==> config.mk <==
export PLATFORM = sky130hd
export DESIGN_NAME = dip_debounce
export DESIGN_NICKNAME = d
export VERILOG_FILES = /design/src/rtl/dip_debounce.sv
export SDC_FILE = /design/constraint.sdc
export NUM_CORES = 1
export LEC_CHECK = 0
export ABC_CLOCK_PERIOD_IN_PS = 1570
export BUFFER_PORTS_ARGS = -buffer_cell sky130_fd_sc_hd__buf_2
export CAP_MARGIN = 20
export CORE_UTILIZATION = 52
export DETAILED_ROUTE_END_ITERATION = 16
export HOLD_SLACK_MARGIN = 0.12
export PLACE_DENSITY = 0.76
export SLEW_MARGIN = 0
export SYNTH_ARGS = -nofsm -noshare
export SYNTH_HDL_FRONTEND = slang
export SYNTH_SLANG_ARGS = --single-unit
==> constraint.sdc <==
create_clock -name clk_i -period 1.57 [get_ports clk_i]
set_clock_uncertainty 0.15 [all_clocks]
set_input_delay 0.157 -clock clk_i [delete_from_list [all_inputs] [get_ports clk_i]]
set_output_delay 0.157 -clock clk_i [all_outputs]
set_load 0.01 [all_outputs]
==> src/rtl/dip_debounce.sv <==
// DIP switch conditioner: 2-FF synchronizer plus per-bit stability counter
// advanced on tap rising edges; emits debounced value, change strobe, settled flag.
module dip_debounce #(
  parameter int                N_BITS         = 4,
  parameter int                STABLE_SAMPLES = 8,
  parameter logic [N_BITS-1:0] RESET_VAL      = '0
) (
  input  logic              clk_i,
  input  logic              rst_i,
  input  logic              tap_i,
  input  logic [N_BITS-1:0] din_i,
  output logic [N_BITS-1:0] val_o,
  output logic              changed_o,
  output logic              stable_o
);

  localparam int            CW       = $clog2(STABLE_SAMPLES + 1);
  localparam logic [CW-1:0] CNT_LAST = CW'(STABLE_SAMPLES - 1);

  logic [N_BITS-1:0] sync1_q;
  logic [N_BITS-1:0] sync2_q;
  logic [N_BITS-1:0] val_q;
  logic [N_BITS-1:0] val_d;
  logic [CW-1:0]     cnt_q [N_BITS];
  logic [CW-1:0]     cnt_d [N_BITS];
  logic              tap_q;
  logic              strobe;
  logic              changed_q;
  logic              changed_d;
  logic              stable_q;
  logic              stable_d;

  assign strobe = tap_i & ~tap_q;

  always_comb begin
    val_d    = val_q;
    stable_d = (sync2_q == val_q);
    for (int i = 0; i < N_BITS; i++) begin
      cnt_d[i] = cnt_q[i];
      if (cnt_q[i] != '0) stable_d = 1'b0;
      if (strobe) begin
        // Any sample agreeing with val throws away the partial count.
        if (sync2_q[i] == val_q[i]) begin
          cnt_d[i] = '0;
        end else if (cnt_q[i] == CNT_LAST) begin
          cnt_d[i] = '0;
          val_d[i] = sync2_q[i];
        end else begin
          cnt_d[i] = cnt_q[i] + 1'b1;
        end
      end
    end
    changed_d = |(val_d ^ val_q);
  end

  always_ff @(posedge clk_i) begin
    if (rst_i) begin
      sync1_q   <= RESET_VAL;
      sync2_q   <= RESET_VAL;
      tap_q     <= 1'b1;
      val_q     <= RESET_VAL;
      changed_q <= 1'b0;
      stable_q  <= 1'b1;
      for (int i = 0; i < N_BITS; i++) cnt_q[i] <= '0;
    end else begin
      sync1_q   <= din_i;
      sync2_q   <= sync1_q;
      tap_q     <= tap_i;
      val_q     <= val_d;
      changed_q <= changed_d;
      stable_q  <= stable_d;
      for (int i = 0; i < N_BITS; i++) cnt_q[i] <= cnt_d[i];
    end
  end

  assign val_o     = val_q;
  assign changed_o = changed_q;
  assign stable_o  = stable_q;

endmodule
==> impl_metrics.toml, run 1 <==
[status]
outcome = "finished clean"

[global_route]
met3_usage_pct = 10.1
gr-total-overflow = 0
grt_pass1_vias = 1217
grt_max_degree = 18
grtUsageMet1_pct = 28.8
antenna_found_initial = 0
grt_first_pass_wirelength_mm = 5.32
grtUsageTotal_pct = 25.7
gr-usage-met2_pct = 43.0
busiest_layer = "met2"

[timing]
period_minus_slack_ns = 1.57
fmax_mhz = 639
fin_crit_sh_pct = 99.7
rsz0062_at_grt = "yes"
whs_ns = 0.293
tightest_slew_ns = 0.264
finalWorstSetupSlack_ns = 0.00415
tns_ns = 0
finalMaxSlewViolations = 0
maxSlewHeadroom_pct = 82.2
setup_viol = 0
hold_viol = 0

[clocking]
clkTransAtPathRegs_ns = 0.10
clkSinkCount = 31
cts_root_buffer = "clkbuf_4"
cts_made_buffers = 5
htreeDepth = 2
insertion_delay_ns = 0.33
cts_tree = "done"
clock_path_buffers = 2

[routing]
drt_first_pass_iters = 4
routed_wl_mm = 3.37
drt-initial-drc-count = 35
drc = 0
avgViaCountPerCell = 5.76
dr_total_vias = 1347
wl_per_cell_um = 14.4
postRouteAntennaNets = 0

[yosys]
yosysSeqAreaShare_pct = 42.3
syn_inst = 169
synth-xor-area-share_pct = 2.90
synth-adder-area-share_pct = 6.83
ys.warnings.count = 0
synth-simple-area-share_pct = 27.4
synth-compound-area-share_pct = 14.2
synth.avg_cell_area_um2 = 8.68
synth_ff_type = "dfxtp_1"
synth_seq_cells = 31
synth_top_family_by_area = "simple AND/OR/NAND/NOR gates"
muxShareOfSynthArea_pct = 0
synthesis.area_mm2 = 0.00147
async_reset_ff_share_pct = 0
synth_nets = 184
synth_cell_types = 33
synth_edf_count = 0

[worst_setup_path]
crit_arrival_ns = 1.69
crit_end = "cnt_q[3][0]$_SDFFE_PP0N_"
cp-end-kind = "flip-flop"
critPathLaunchType = "flip-flop"
setup.worst_path.start = "cnt_q[3][0]$_SDFFE_PP0N_"
cpMaxStageDelayCell = "or4b_4"
path_cells = "ha_2 > and3b_1 > or4b_4 > a21oi_2"
crit-reg2reg-launch = "cnt_q[3][0]$_SDFFE_PP0N_"
r2r_slack_ns = 0.004
critPathMaxStageDelay_ns = 0.51
crit_path_max_fanout = 2
worstPathRequired_ns = 1.70
r2r-end = "cnt_q[3][0]$_SDFFE_PP0N_"
worstRegToRegCells = 4
path_class = "reg -> reg"

[layout]
stdcell_area_mm2 = 0.00178
regArea_um2 = 622
num_antenna_cells = 0
multi_input_area_um2 = 764
fin_util_pct = 69.5
area_growth_pct = 21.7
fin_nets = 218
fill_cells = 236
drive_gt1_share_pct = 20.6
instances_no_fill = 234

[placed_design]
dp_cells = 218
gp_congestion = 0.792
portBuffers = 12
dpl_cell_area_mm2 = 0.00164
place_ws_ns = -0.0115
place_hpwl_mm = 2.28

[floorplanning]
coreArea_mm2 = 0.00257
die_h_um = 55.1
die_w_um = 55.1
io_pins = 13
start_util_pct = 57.1
row_count = 18
die_area_mm2 = 0.00304

[worst_hold_path]
hp-class = "reg -> reg"
whs_path_depth = 1

[pwr]
power_mw = 1.35
leakage_nw = 0.708
ir_worst_vdd_mv = 0.673
p_per_area_mw_per_mm2 = 758

[flow_run]
maxCapViolations = 0
kinds of logic after synthesis:
family / Yosys count
flip-flops: 31
XOR/XNOR: 4
AO/OA/AOI/OAI: 35
AND/OR/NAND/NOR: 67
adder cells (fa/ha/maj): 8
buffers and inverters: 24
how the worst min path moves through the flow:
stage | slack [ns] | to | from
after floorplan | 0.11 | tap_q$_SDFF_PP1_ | tap_i
after global placement | 0.21 | sync1_q[2]$_SDFF_PP0_ | din_i[2]
after detailed placement | 0.22 | sync1_q[2]$_SDFF_PP0_ | din_i[2]
after CTS | 0.30 | sync2_q[2]$_SDFF_PP0_ | sync1_q[2]$_SDFF_PP0_
after global routing | 0.31 | sync2_q[2]$_SDFF_PP0_ | sync1_q[2]$_SDFF_PP0_
final | 0.29 | sync2_q[2]$_SDFF_PP0_ | sync1_q[2]$_SDFF_PP0_
synth_stat cells (all sizes together), types with 2 or more instances:
| cell | count | area, um^2 |
|---|---|---|
| nand4 | 5 | 31.3 |
| o32ai | 4 | 35.0 |
| and4b | 2 | 20.0 |
| nand3b | 3 | 22.5 |
| nand2b | 4 | 25.0 |
| nor2b | 9 | 56.3 |
| and3b | 4 | 35.0 |
| nor3b | 3 | 22.5 |
| or4b | 2 | 20.0 |
| nand3 | 15 | 75.1 |
| clkbuf | 5 | 18.8 |
| a22oi | 2 | 15.0 |
| or4 | 2 | 15.0 |
| or3 | 2 | 12.5 |
| xor2 | 4 | 42.6 |
| a21oi | 19 | 95.1 |
| o21ai | 5 | 25.0 |
| ha | 8 | 100 |
| dfxtp | 31 | 621 |
| nand2 | 12 | 45.0 |
| buf | 3 | 13.8 |
| inv | 16 | 60.1 |
metal layers:
metal,part of all wire (%),vias up,wire length (um)
met5,0,-,0
met4,1.1,0,37
met3,4.1,4,139
met2,51,34,1730
met1,43,647,1460
li1,-,662,-
state kept, by name, summed over array words and instances (netlist names):
name / cells
sync1_q: 4
val_o: 4
tap_q: 1
changed_o: 1
stable_o: 1
sync2_q: 4
cnt_q: 16
cell type report:
cell class / instances / share of cell area (%)
flip-flops and latches: 31 / 34.9
repair buffers: 35 / 14.0
inverters: 16 / 3.37
clock buffers: 7 / 2.52
clock inverters: 1 / 0.281
multi-input cells: 114 / 42.8
well taps: 30 / 2.10
critical path, delay by kind of cell (launching register included):
kind / cells / cell delay [ns]
flip-flops: 1 / 0.33
AO/OA/AOI/OAI: 1 / 0.14
AND/OR/NAND/NOR: 2 / 0.70
adder cells (fa/ha/maj): 1 / 0.19
power by group:
part / internal [mW] / total (mW) / switching, mW
sequential: 0.800 / 0.807 / 0.00654
combinational: 0.0487 / 0.101 / 0.0523
clock: 0.174 / 0.445 / 0.271
total: 1.02 / 1.35 / 0.330
layout by cell type (no fill, tap or decap), types with 2 or more instances in the layout:
cell / instances
a21oi_1: 18
a22oi_1: 2
and3b_1: 3
and4b_1: 2
buf_2: 12
buf_4: 16
clkbuf_1: 2
clkbuf_4: 5
dfxtp_1: 30
dlygate4sd3_1: 7
ha_1: 7
inv_1: 15
nand2_1: 12
nand2b_1: 4
nand3_1: 15
nand3b_1: 3
nand4_1: 5
nor2b_1: 9
nor3b_1: 3
o21ai_0: 5
o32ai_1: 4
or3_1: 2
or4_1: 2
xor2_1: 3
what timing repair did:
action | CTS | global route
hold buffers | 7 | 0
setup endpoints to repair | 2 | 4
endpoints found under the hold margin | 11 | 0
resized for setup | 0 | 6
pin swaps | 2 | 2
buffers inserted | 1 | 0
No activity file was read; power rests on OpenSTA's default activity.
==> run 2, diff against run 1 <==
ABC_CLOCK_PERIOD_IN_PS = 1600   (was 1570)
CORE_UTILIZATION = 57   (was 52)
PLACE_DENSITY = 0.79   (was 0.76)
clock period = 1.6 ns   (was 1.57 ns; I/O delays follow)
==> impl_metrics.toml, run 2 (synthesis gave the netlist of run 1 again) <==
[status]
outcome = "finished clean"

[worst_setup_path]
r2r_slack_ns = 0.03
crit_path_max_fanout = 4
worstRegToRegCells = 4
setup.worst_path.start = "cnt_q[3][1]$_SDFFE_PP0N_"
critPathLaunchType = "flip-flop"
crit_arrival_ns = 1.68
worstPathRequired_ns = 1.71
cp-end-kind = "flip-flop"
crit-reg2reg-launch = "cnt_q[3][1]$_SDFFE_PP0N_"
r2r-end = "cnt_q[3][0]$_SDFFE_PP0N_"
path_class = "reg -> reg"

[layout]
stdcell_area_mm2 = 0.00176
largest_register_ffs = 16
regMostFlops = "cnt_q"
num_antenna_cells = 0
drive_gt1_share_pct = 19.1
fin_util_pct = 71.5
fill_cells = 178
area_growth_pct = 19.7
layout_commonest_cell = "dfxtp_1"
fin_nets = 213
final_cell_mix = "dfxtp_1, a21oi_1, inv_1, nand3_1"

[placed_design]
place_ws_ns = -0.00343
gp_congestion = 0.821
portBuffers = 12
place_hpwl_mm = 2.13
dpl_cell_area_mm2 = 0.00162

[timing]
fmax_mhz = 636
finalWorstSetupSlack_ns = 0.0279
maxSlewHeadroom_pct = 78.6
rsz0062_at_grt = "yes"
setup_viol = 0
finalMaxSlewViolations = 0
tightest_slew_ns = 0.322
period_minus_slack_ns = 1.57
whs_ns = 0.297
hold_viol = 0
fin_crit_sh_pct = 98.3

[clocking]
cts_root_buffer = "clkbuf_4"
htreeDepth = 2
insertion_delay_ns = 0.33
cts_made_buffers = 5
post-cts-setup-buffers = 0
cts_tree = "done"
clkTransAtPathRegs_ns = 0.09
clkSinkCount = 31
clock_path_buffers = 2

[global_route]
grt_max_degree = 21
antenna_found_initial = 0
grt_pass1_vias = 1146
gr-total-overflow = 0
grtUsageTotal_pct = 24.8
grt_first_pass_wirelength_mm = 4.90

[floorplanning]
io_pins = 13
coreArea_mm2 = 0.00245
row_count = 18
die_area_mm2 = 0.00278
die_w_um = 52.7
die_h_um = 52.7
start_util_pct = 59.7

[routing]
wl_per_cell_um = 13.6
routed_wl_mm = 3.11
postRouteAntennaNets = 0
avgViaCountPerCell = 5.77
drt-initial-drc-count = 68
drc = 0
drt_first_pass_iters = 4
dr_total_vias = 1321

[flow_run]
maxCapViolations = 0

[worst_hold_path]
hold_path_end = "sync2_q[2]$_SDFF_PP0_"
whs_path_depth = 1
worstHoldStart = "sync1_q[2]$_SDFF_PP0_"
hp-class = "reg -> reg"

[pwr]
ir_worst_vdd_mv = 0.745
p_per_area_mw_per_mm2 = 747
leakage_nw = 0.686
power_mw = 1.31
run 2: critical path, stage by stage (launching register included):
cell and delay [ns]:
dfxtp_2 0.34, ha_2 0.18, and3b_1 0.19, or4b_1 0.50, a21oi_1 0.14
run 2: final cells by class:
type,instances,area (um^2),share of cell area (%)
multi-input cells,114,774,44.1
flip-flops and latches,31,623,35.5
repair buffers,30,210,12.0
inverters,16,60.1,3.42
clock buffers,7,45.0,2.57
well taps,30,37.5,2.14
clock inverters,1,5.00,0.285
run 2: metrics by stage:
stage          std cells  setup TNS [ns]
3_3_place_gp         215               0
4_1_cts              229               0
5_1_grt              229         -0.0424
6_report             229               0
3_5_place_dp         215        -0.00343
2_1_floorplan        169               0
run 2: report_power, final:
group | total [mW] | switching [mW] | leakage (nW) | internal, mW
Clock | 0.425 | 0.254 | 0.0293 | 0.171
Combinational | 0.0945 | 0.0496 | 0.404 | 0.0450
Sequential | 0.792 | 0.00667 | 0.253 | 0.785
run 2: worst max-delay path by stage:
stage                                     to  slack [ns]  cells past startpoint
floorplan           cnt_q[3][0]$_SDFFE_PP0N_        0.05                      4
global placement         stable_o$_SDFF_PP1_        0.06                      5
detailed placement  cnt_q[3][0]$_SDFFE_PP0N_      -0.003                      4
CTS                 cnt_q[3][0]$_SDFFE_PP0N_       0.004                      4
global route        cnt_q[3][0]$_SDFFE_PP0N_       -0.04                      4
finish              cnt_q[3][0]$_SDFFE_PP0N_        0.03                      4
run 2: repair_timing:
| action | 4_1_cts | 5_1_grt |
|---|---|---|
| cloned | 0 | 0 |
| pin swaps | 1 | 1 |
| resized for setup | 2 | 5 |
| endpoints found under the setup margin | 2 | 3 |
| hold endpoints to repair | 12 | 0 |
| hold buffers | 6 | 0 |
run 2: per-layer routing:
metal  vias up  global-route usage (%)  wire, um
met5         -                       0         0
met4         0                    12.7        42
met3         6                    8.12       165
met2        41                    39.2      1540
met1       620                    29.7      1360
li1        654                       -         -
